File: src/rtl/dmem_bus_if_pkg.sv
// Shared RV32I data-memory definitions: bus SIZE encodings, funct3 load/store
// codes, the bus-interface FSM state type and small decode helpers.
package rv32i_pkg;

  typedef enum logic [1:0] {
    SIZE_BYTE = 2'b00,
    SIZE_HALF = 2'b01,
    SIZE_WORD = 2'b10
  } size_e;

  localparam logic [2:0] F3_B  = 3'b000;
  localparam logic [2:0] F3_H  = 3'b001;
  localparam logic [2:0] F3_W  = 3'b010;
  localparam logic [2:0] F3_BU = 3'b100;
  localparam logic [2:0] F3_HU = 3'b101;

  typedef enum logic [1:0] {
    S_IDLE,
    S_ACCESS,
    S_DONE,
    S_ERR
  } state_e;

  typedef enum logic {
    CAUSE_MISALIGNED,
    CAUSE_TIMEOUT
  } cause_e;

  // Undefined width codes (011, 110, 111) fall into the word case.
  function automatic size_e size_of(input logic [2:0] funct3);
    case (funct3[1:0])
      2'b00:   return SIZE_BYTE;
      2'b01:   return SIZE_HALF;
      default: return SIZE_WORD;
    endcase
  endfunction

  function automatic logic is_misaligned(input logic [2:0] funct3, input logic [1:0] off);
    case (size_of(funct3))
      SIZE_HALF: return off[0];
      SIZE_WORD: return |off;
      default:   return 1'b0;
    endcase
  endfunction

endpackage

File: src/rtl/dmem_bus_if_if.sv
// Interfaces used by dmem_bus_if.
//   dmem_req_if  : MEM-stage side. master = pipeline, slave = dmem_bus_if.
//     req/we/funct3/addr/wdata -> ; <- stall/rdata/done/misaligned/bus_err
//   dmem_dbus_if : external data bus. master = dmem_bus_if, slave = memory.
//     DAD/ddt_out/MREQ/WRITE/SIZE -> ; <- ddt_in/ACKD_n
interface dmem_req_if;
  logic        req;
  logic        we;
  logic [2:0]  funct3;
  logic [31:0] addr;
  logic [31:0] wdata;
  logic        stall;
  logic [31:0] rdata;
  logic        done;
  logic        misaligned;
  logic        bus_err;

  modport master (
    output req, we, funct3, addr, wdata,
    input  stall, rdata, done, misaligned, bus_err
  );

  modport slave (
    input  req, we, funct3, addr, wdata,
    output stall, rdata, done, misaligned, bus_err
  );
endinterface

interface dmem_dbus_if;
  logic [31:0] DAD;
  logic [31:0] ddt_out;
  logic [31:0] ddt_in;
  logic        MREQ;
  logic        WRITE;
  logic [1:0]  SIZE;
  logic        ACKD_n;

  modport master (
    output DAD, ddt_out, MREQ, WRITE, SIZE,
    input  ddt_in, ACKD_n
  );

  modport slave (
    input  DAD, ddt_out, MREQ, WRITE, SIZE,
    output ddt_in, ACKD_n
  );
endinterface

File: src/rtl/dmem_bus_if_lane_align.sv
// dmem_lane_align: purely combinational byte-lane steering.
//   st_size/wdata -> st_lanes : store data replicated onto little-endian lanes
//   ld_funct3/ld_off/ld_raw -> ld_data : load lane extract plus sign/zero extend
module dmem_lane_align
  import rv32i_pkg::*;
(
  input  size_e       st_size,
  input  logic [31:0] wdata,
  output logic [31:0] st_lanes,
  input  logic [2:0]  ld_funct3,
  input  logic [1:0]  ld_off,
  input  logic [31:0] ld_raw,
  output logic [31:0] ld_data
);

  logic [7:0]  ld_byte;
  logic [15:0] ld_half;
  logic        sext;

  always_comb begin
    st_lanes = wdata;
    case (st_size)
      SIZE_BYTE: st_lanes = {4{wdata[7:0]}};
      SIZE_HALF: st_lanes = {2{wdata[15:0]}};
      default:   st_lanes = wdata;
    endcase
  end

  always_comb begin
    ld_byte = ld_raw[7:0];
    case (ld_off)
      2'd0:    ld_byte = ld_raw[7:0];
      2'd1:    ld_byte = ld_raw[15:8];
      2'd2:    ld_byte = ld_raw[23:16];
      default: ld_byte = ld_raw[31:24];
    endcase
    ld_half = ld_off[1] ? ld_raw[31:16] : ld_raw[15:0];
    sext    = ~ld_funct3[2];
    ld_data = ld_raw;
    case (size_of(ld_funct3))
      SIZE_BYTE: ld_data = {{24{sext & ld_byte[7]}}, ld_byte};
      SIZE_HALF: ld_data = {{16{sext & ld_half[15]}}, ld_half};
      default:   ld_data = ld_raw;
    endcase
  end

endmodule

File: src/rtl/dmem_bus_if.sv
// dmem_bus_if: turns a single-cycle MEM-stage load/store into a multi-cycle
// external bus transaction, stalling the pipeline until ACKD_n or timeout.
//   clk, rst_n : clock, asynchronous active-low reset
//   pipe       : dmem_req_if.slave (request in, stall/rdata/pulses out)
//   bus        : dmem_dbus_if.master (registered DAD/ddt_out/MREQ/WRITE/SIZE)
// The DDT pad (DDT = WRITE ? ddt_out : 'z) is formed by the pad ring from
// bus.ddt_out/bus.WRITE; this block only sees the split in/out data.
module dmem_bus_if
  import rv32i_pkg::*;
#(
  parameter int unsigned TIMEOUT_CYCLES = 255
) (
  input logic        clk,
  input logic        rst_n,
  dmem_req_if.slave  pipe,
  dmem_dbus_if.master bus
);

  localparam logic [8:0] TIMEOUT_LIM = 9'(TIMEOUT_CYCLES);

  state_e      state, state_next;
  cause_e      cause_q;
  logic [2:0]  funct3_q;
  logic [1:0]  off_q;
  logic [7:0]  cnt_q;
  logic [8:0]  cnt_inc;
  logic [31:0] rdata_q;

  logic        mreq_q;
  logic        write_q;
  size_e       size_q;
  logic [31:0] dad_q;
  logic [31:0] ddt_q;

  logic [31:0] st_lanes;
  logic [31:0] ld_data;

  dmem_lane_align u_align (
    .st_size   (size_of(pipe.funct3)),
    .wdata     (pipe.wdata),
    .st_lanes  (st_lanes),
    .ld_funct3 (funct3_q),
    .ld_off    (off_q),
    .ld_raw    (bus.ddt_in),
    .ld_data   (ld_data)
  );

  assign cnt_inc = {1'b0, cnt_q} + 9'd1;

  always_comb begin
    state_next = state;
    case (state)
      S_IDLE: begin
        if (pipe.req)
          state_next = is_misaligned(pipe.funct3, pipe.addr[1:0]) ? S_ERR : S_ACCESS;
      end
      S_ACCESS: begin
        if (!bus.ACKD_n)
          state_next = S_DONE;
        else if (cnt_inc >= TIMEOUT_LIM)
          state_next = S_ERR;
      end
      S_DONE:  state_next = S_IDLE;
      S_ERR:   state_next = S_IDLE;
      default: state_next = S_IDLE;
    endcase
  end

  // Bus outputs are loaded on the accepting edge so they are already stable
  // during the first ACCESS cycle, and drop on the edge that leaves ACCESS.
  always_ff @(posedge clk or negedge rst_n) begin
    if (!rst_n) begin
      state    <= S_IDLE;
      cause_q  <= CAUSE_MISALIGNED;
      funct3_q <= '0;
      off_q    <= '0;
      cnt_q    <= '0;
      rdata_q  <= '0;
      mreq_q   <= 1'b0;
      write_q  <= 1'b0;
      size_q   <= SIZE_BYTE;
      dad_q    <= '0;
      ddt_q    <= '0;
    end else begin
      state <= state_next;
      case (state)
        S_IDLE: begin
          if (state_next == S_ACCESS) begin
            funct3_q <= pipe.funct3;
            off_q    <= pipe.addr[1:0];
            cnt_q    <= '0;
            mreq_q   <= 1'b1;
            write_q  <= pipe.we;
            size_q   <= size_of(pipe.funct3);
            dad_q    <= {pipe.addr[31:2], 2'b00};
            ddt_q    <= st_lanes;
          end else if (state_next == S_ERR) begin
            cause_q <= CAUSE_MISALIGNED;
          end
        end
        S_ACCESS: begin
          if (state_next == S_DONE) begin
            if (!write_q)
              rdata_q <= ld_data;
          end else begin
            cnt_q <= cnt_q + 8'd1;
            if (state_next == S_ERR)
              cause_q <= CAUSE_TIMEOUT;
          end
          if (state_next != S_ACCESS) begin
            mreq_q  <= 1'b0;
            write_q <= 1'b0;
          end
        end
        default: ;
      endcase
    end
  end

  assign pipe.stall      = pipe.req & ((state == S_IDLE) | (state == S_ACCESS));
  assign pipe.done       = (state == S_DONE);
  assign pipe.misaligned = (state == S_ERR) & (cause_q == CAUSE_MISALIGNED);
  assign pipe.bus_err    = (state == S_ERR) & (cause_q == CAUSE_TIMEOUT);
  assign pipe.rdata      = (state == S_ERR) ? '0 : rdata_q;

  assign bus.MREQ    = mreq_q;
  assign bus.WRITE   = write_q;
  assign bus.SIZE    = size_q;
  assign bus.DAD     = dad_q;
  assign bus.ddt_out = ddt_q;

endmodule

File: src/flat_wrapper.sv
// flat-port wrapper written by rule: the top's interface ports become plain ports
module dmem_bus_if_flat import rv32i_pkg::*;
#(
  parameter int unsigned TIMEOUT_CYCLES = 255
)
  (clk, rst_n, pipe_req, pipe_we, pipe_funct3, pipe_addr, pipe_wdata, pipe_stall, pipe_rdata, pipe_done, pipe_misaligned, pipe_bus_err, bus_DAD, bus_ddt_out, bus_MREQ, bus_WRITE, bus_SIZE, bus_ddt_in, bus_ACKD_n);
  dmem_req_if pipe_i ();
  dmem_dbus_if bus_i ();
  input logic clk;
  input logic rst_n;
  input wire logic [$bits(pipe_i.req)-1:0] pipe_req;
  input wire logic [$bits(pipe_i.we)-1:0] pipe_we;
  input wire logic [$bits(pipe_i.funct3)-1:0] pipe_funct3;
  input wire logic [$bits(pipe_i.addr)-1:0] pipe_addr;
  input wire logic [$bits(pipe_i.wdata)-1:0] pipe_wdata;
  output wire logic [$bits(pipe_i.stall)-1:0] pipe_stall;
  output wire logic [$bits(pipe_i.rdata)-1:0] pipe_rdata;
  output wire logic [$bits(pipe_i.done)-1:0] pipe_done;
  output wire logic [$bits(pipe_i.misaligned)-1:0] pipe_misaligned;
  output wire logic [$bits(pipe_i.bus_err)-1:0] pipe_bus_err;
  output wire logic [$bits(bus_i.DAD)-1:0] bus_DAD;
  output wire logic [$bits(bus_i.ddt_out)-1:0] bus_ddt_out;
  output wire logic [$bits(bus_i.MREQ)-1:0] bus_MREQ;
  output wire logic [$bits(bus_i.WRITE)-1:0] bus_WRITE;
  output wire logic [$bits(bus_i.SIZE)-1:0] bus_SIZE;
  input wire logic [$bits(bus_i.ddt_in)-1:0] bus_ddt_in;
  input wire logic [$bits(bus_i.ACKD_n)-1:0] bus_ACKD_n;
  assign pipe_i.req = pipe_req;
  assign pipe_i.we = pipe_we;
  assign pipe_i.funct3 = pipe_funct3;
  assign pipe_i.addr = pipe_addr;
  assign pipe_i.wdata = pipe_wdata;
  assign pipe_stall = pipe_i.stall;
  assign pipe_rdata = pipe_i.rdata;
  assign pipe_done = pipe_i.done;
  assign pipe_misaligned = pipe_i.misaligned;
  assign pipe_bus_err = pipe_i.bus_err;
  assign bus_DAD = bus_i.DAD;
  assign bus_ddt_out = bus_i.ddt_out;
  assign bus_MREQ = bus_i.MREQ;
  assign bus_WRITE = bus_i.WRITE;
  assign bus_SIZE = bus_i.SIZE;
  assign bus_i.ddt_in = bus_ddt_in;
  assign bus_i.ACKD_n = bus_ACKD_n;
  dmem_bus_if #(.TIMEOUT_CYCLES(TIMEOUT_CYCLES)) u_core (.clk(clk), .rst_n(rst_n), .pipe(pipe_i), .bus(bus_i));
endmodule
File: config.mk
export PLATFORM = sky130hd
export DESIGN_NAME = dmem_bus_if_flat
export DESIGN_NICKNAME = d
export VERILOG_FILES = /design/src/rtl/dmem_bus_if_pkg.sv /design/src/rtl/dmem_bus_if_if.sv /design/src/rtl/dmem_bus_if_lane_align.sv /design/src/rtl/dmem_bus_if.sv /design/src/flat_wrapper.sv
export SDC_FILE = /design/constraint.sdc
export NUM_CORES = 1
export LEC_CHECK = 0
export BUFFER_PORTS_ARGS = -buffer_cell sky130_fd_sc_hd__buf_2
export CAP_MARGIN = 20
export CORE_MARGIN = 10
export CORE_UTILIZATION = 30
export DETAILED_ROUTE_END_ITERATION = 6
export GPL_TIMING_DRIVEN = 0
export PLACE_DENSITY = 0.61
export SYNTH_ARGS = -nofsm -noshare
export SYNTH_HDL_FRONTEND = slang
export SYNTH_HIERARCHICAL = 1
export SYNTH_SLANG_ARGS = --single-unit
File: constraint.sdc
create_clock -name clk -period 2.3 [get_ports clk]
set_input_delay 0.345 -clock clk [delete_from_list [all_inputs] [get_ports clk]]
set_output_delay 0.345 -clock clk [all_outputs]
set_load 0.005 [all_outputs]
# Word level (Yosys, flattened, before mapping)
# Index checks and enable logic that the tools add are counted.
dict set report word_totals {
  ff_bits 114
  inputBits 104
  out_inout_bits 104
  elab_cells 88
}
dict set report classes {
  add_sub_neg 2
  n_lt_le_gt_ge 1
  eq_ne 21
  n_mux 30
  bitwise 9
  reduce_logical 14
}
# operator count
set op_table {}
lappend op_table {{one-hot mux 32 bit (2 select lines)} 2}
lappend op_table {{2-to-1 mux 32 bit} 1}
lappend op_table {{one-hot mux 8 bit (3 select lines)} 1}
lappend op_table {{== test 2 x 1 -> 1 bit (second input constant)} 8}
lappend op_table {{2-to-1 mux 16 bit} 1}
lappend op_table {{2-to-1 mux 8 bit} 2}
lappend op_table {{one-hot mux 8 bit (2 select lines)} 1}
lappend op_table {{== test 2 bit (second input constant)} 6}
lappend op_table {{zero test 2 bit} 6}
lappend op_table {{2-to-1 mux 2 bit} 6}
lappend op_table {{!= test 2 x 1 -> 1 bit (second input constant)} 5}
lappend op_table {{adder 8 x 1 -> 9 bit (second input constant)} 1}
lappend op_table {{>= comparator 9 x 8 -> 1 bit (second input constant)} 1}
lappend op_table {{2-to-1 mux 1 bit} 9}
lappend op_table {{AND reduction 3 bit} 3}
lappend op_table {{adder 8 x 1 -> 8 bit (second input constant)} 1}
lappend op_table {{one-hot mux 1 bit (2 select lines)} 4}
lappend op_table {{one-hot mux 2 bit (2 select lines)} 2}
lappend op_table {{one-hot mux 2 bit (3 select lines)} 1}
lappend op_table {{AND 1 bit} 5}
lappend op_table {{AND reduction 5 bit} 1}
lappend op_table {{!= test 2 bit (second input constant)} 2}
lappend op_table {{OR reduction 2 bit} 2}
lappend op_table {{NOT 1 bit} 3}
lappend op_table {{other kinds (3)} 3}

# Depth between registers and ports, before layout
dict set report depth {
  ltp_word 15
  ltp_mapped 7
  mapped_depth_nobuf 7
}

# By module
# The synthesis kept the hierarchy.
# mod instances cells_per_inst area_each_um2 seq_area_each_um2
set by_module_without_submodules {}
lappend by_module_without_submodules {dmem_bus_if 1 333 4944.7 2852.7}
lappend by_module_without_submodules {dmem_lane_align 1 148 1159.9 0.0}

# Least setup slack after synthesis
# Ideal clock, no wire load.
dict set report synth_path {
  kind {reg-to-reg}
  from {register u_core.cnt_q[0]}
  to {register u_core.cause_q}
  setup_time_ps 125
  arrival_ps 1767
  required_ps 2175
  setup_slack_ps 408
  stages_incl_launch_ff 7
  path_buffers 0
  synth_period_minus_slack_ps 1892
  path_cell_list {dfrtp_1 > ha_1 > nand3_1 > or3_1 > a211oi_1 > a31oi_1 > mux2_2}
}
dict set report synth_via {
  elab_chain_cells 8
  elab_cells_between_ends 13
  cone_classes {add/sub (1); order compare (1); eq/ne (7); mux (3); reduce/logical (1)}
}
# item line_no
set synth_lines {}
lappend synth_lines {{start: declaration} dmem_bus_if.sv:25} ;# logic [7:0] cnt_q;
lappend synth_lines {{start signal: assignment} dmem_bus_if.sv:106} ;# cnt_q <= cnt_q + 8'd1;
lappend synth_lines {{adder 8 x 1 -> 9 bit (*)} dmem_bus_if.sv:48} ;# assign cnt_inc = {1'b0, cnt_q} + 9'd1;
lappend synth_lines {{>= comparator 9 x 8 -> 1 bit (*)} dmem_bus_if.sv:60} ;# else if (cnt_inc >= TIMEOUT_LIM)
lappend synth_lines {{2-to-1 mux 2 bit (*)} dmem_bus_if.sv:60}
lappend synth_lines {{2-to-1 mux 2 bit (*)} dmem_bus_if.sv:58} ;# if (!bus.ACKD_n)
lappend synth_lines {{one-hot mux 2 bit (3 select lines) (*)} dmem_bus_if.sv:52} ;# case (state)
lappend synth_lines {{== test 2 x 1 -> 1 bit, or another cell as far along} dmem_bus_if.sv:88} ;# if (state_next == S_ACCESS) begin
lappend synth_lines {{!= test 2 bit (no source line) or != test 2 x 1 -> 1 bit (tied branches)} --}
lappend synth_lines {{AND reduction 5 bit (no source line) (*)} --}
lappend synth_lines {{end signal: assignment} dmem_bus_if.sv:74} ;# cause_q <= CAUSE_MISALIGNED;
lappend synth_lines {{end signal: assignment} dmem_bus_if.sv:98} ;# cause_q <= CAUSE_MISALIGNED;
lappend synth_lines {{end signal: assignment} dmem_bus_if.sv:108} ;# cause_q <= CAUSE_TIMEOUT;
lappend synth_lines {{end: declaration} dmem_bus_if.sv:22} ;# cause_e cause_q;
# Every way passes the cells marked *; elsewhere a longest branch is shown, timed or not.
# A chain may end at the register's enable or synchronous reset.

# Worst setup path after layout
# Same ends and word-level chain as after synthesis.

==> summary.txt <==
largest net degree at the start of global routing: 62
number of port buffers: 205
via count: 4572
Worst-Margin Slew: 535 ps
drt drc: 0
Clock Pin Slew Worst Setup and Hold Paths: 60 ps
Synth Area per Inst: 12.7 sq um
crit path from: u_core/cnt_q[0]
Sequential Area: 2850 sq um
slew margin rel.: 64.3%
reg2reg setup slack: 200 ps
Cell Pwr Density: 1280 nW/um^2
worst vdd ir: 492 uV
# H-tree levels: 4
RSZ-0062 raised after global routing: no
Clock Sink Count: 114
Multi-input gate area: 2970 sq um
Syn-to-layout area delta: 32.9%
Reg2Reg Depth: 6
mux contribution to synthesized area: 29.0%
Synth Flop Type: dfrtp_1
crit path launch type: register
status: completed
Core Area: 20100 sq um
WL/cell: 18.2 um
CP arrival: 2390 ps
Via density: 4.61
# IOs: 208
Synth Area in Compound Gates: 8.44%
Global Route Usage Sum: 13.5%
drt total wl: 18.0 mm
f_max: 0.476 GHz
Worst Path Max Fanout: 7
Worst Setup EP: u_core/cause_q
PnR worst setup slack: 199 ps
most frequent cells after synthesis: dfrtp_1 (114), mux2_2 (63), mux2_4 (52), and2_1 (33), nand2_1 (31)
Post-synth EDFFs: 0
gate count of the mapped netlist: 481
Final Instance Area: 8110 sq um
simple-gate portion of the synthesized area: 10.2%
Synth Cell Area: 6100 sq um
Static Leak: 3.90 nW
Die ar.: 26500 sq um
clock latency on the worst-skew pair: 410 ps
top cells by area, synth: dfrtp_1 (47%), mux2_4 (13%), mux2_2 (12%)
top cell type's share of synthesized area: 46.7%
Synth Warn #: 6
CP Capture Type: register
drt initial violations: 226
Fin Clk Skew: 7.67 ps
minimum clock period: 2100 ps
CP required: 2590 ps
post-layout util: 40.4%
Final Max Tran Viols: 0
Die Wd: 163 um
Post-Synth Adder-Cell Area: 0.410%
final hold viol count: 0
initial antenna violation count: 2
Net count, final: 815
Tightest Hold Check Type: primary input to register
final setup vio count: 0
reg-to-reg critical path endpoint: u_core/cause_q
Detailed Place HPWL: 13.9 mm
CTS tree: yes
total negative slack: 0 ps
Die Span Y: 163 um
clock root cell: clkbuf_16
Final period util: 91.3%
total gr overflow: 0
Rows: 52
Synth Area in XOR/XNOR: 0.287%
drt first pass iters: 4
Max Root-Sink Buffers: 2
Seq cells post-synth: 114
ant diodes: 0
Hold Worst Slack: 151 ps
dpl cell area: 7510 sq um
first-pass GRT wire length: 28.4 mm
Placement Setup Slack: -141 ps
vias in the first global route: 5086
Seq/Total Area, Yosys: 46.7%
top-count cell post-synth: dfrtp_1
kind of critical path: register to register
ANT nets after route: 0
area leader, netlist: dfrtp_1
Cell variety after synth: 50
max cap viols: 0
gpl congestion: 0.822
Starting Density: 30.4%
Async SR Flop Fraction: 100%
r2r startpoint: u_core/cnt_q[0]
CTS Buf Count: 17
main combinational cell family by area after synthesis: multiplexers
share of cells above drive strength 1: 55.1%
fillers: 1978
[worst min path at each step]
stage	end	cells past startpoint	slack, ps	start
after floorplan	u_core/bus.DAD[10]	0	50	rst_n
after global placement	u_core/rdata_q[3]	1	460	u_core/rdata_q[3]
after CTS	u_core/bus.DAD[28]	2	120	pipe_addr[28]
after detailed placement	u_core/rdata_q[28]	1	350	rst_n
after global routing	u_core/bus.DAD[24]	2	130	pipe_addr[24]
final	u_core/bus.DAD[28]	2	150	pipe_addr[28]
[cell usage in the layout (no fill, tap or decap), types with 5 or more instances in the layout]
master        n
mux2_2       63
mux2_4       52
dfrtp_1     114
a221o_1      15
nand2_1      30
buf_6        12
a22o_1       10
buf_4        11
nor2_1        7
mux2_1       12
clkbuf_1      5
and4b_1       7
o21ai_1      16
mux2i_1      10
buf_2       211
o21ai_0      18
clkinvlp_4    6
and2_1       33
clkbuf_16    17
nor2b_1       6
[critical path, stage by stage (launching register included)]
cell and delay, ps:
dfrtp_1 450, ha_2 270, nand3_1 140, or3_1 350, a211oi_1 350, a31oi_1 140
mux2_2 280
[registers in the layout, indices dropped and copies added, names as in the netlist]
register and flops:
u_core/bus.ddt_out 32, u_core/bus.WRITE 1, u_core/state 2, u_core/rdata_q 32
u_core/bus.MREQ 1, u_core/cnt_q 8, u_core/cause_q 1, u_core/bus.SIZE 2
u_core/bus.DAD 30, u_core/off_q 2, u_core/funct3_q 3
[area by class of cell]
cell class              instances  area share [%]
well taps                     270            4.16
multi-input cells             325            36.6
repair buffers                208            13.4
clock inverters                15            1.70
inverters                       3           0.139
clock buffers                  17            5.24
flip-flops and latches        114            35.2
plain buffers                  40            3.55
[per-layer routing]
layer  GRT usage [%]  up-vias  part of all wire (%)
met5               0        -                  0.18
met1            17.0     2192                    45
met4            4.02        4                  0.71
met2            19.8      176                    44
met3            6.77       13                    10
li1                -     2187                     -
[power by group]
part           total, mW  internal [mW]  switching, mW
clock               2.49           1.49          0.996
sequential          3.50           2.95          0.551
combinational       4.39           2.50           1.88
[metrics by stage]
| step | std cells | power, mW |
|---|---|---|
| 6_report | 992 | 10.4 |
| 5_1_grt | 992 | 11.1 |
| 4_1_cts | 992 | 10.5 |
| 3_5_place_dp | 958 | 7.94 |
| 3_3_place_gp | 957 | 7.87 |
| 2_1_floorplan | 482 | 6.19 |
[what timing repair did]
action / CTS / global route
buffers inserted: 1 / 0
hold buffers: 1 / 0
endpoints found under the setup margin: 30 / 27
pin swaps: 1 / 0
resized for setup: 2 / 6
endpoints found under the hold margin: 53 / 0
[logic make-up (layout without fill, tap and decap cells)]
kind of cell | Yosys count | after routing
AOI/OAI and AO/OA | 74 | 74
xor gates and xnor gates | 2 | 2
adders and majority gates | 2 | 2
buffers and inverters | 43 | 283
DFF | 114 | 114
muxes | 139 | 139
other | 1 | 2
and+or+nand+nor | 106 | 106
Power figures use the tool's default switching activity.
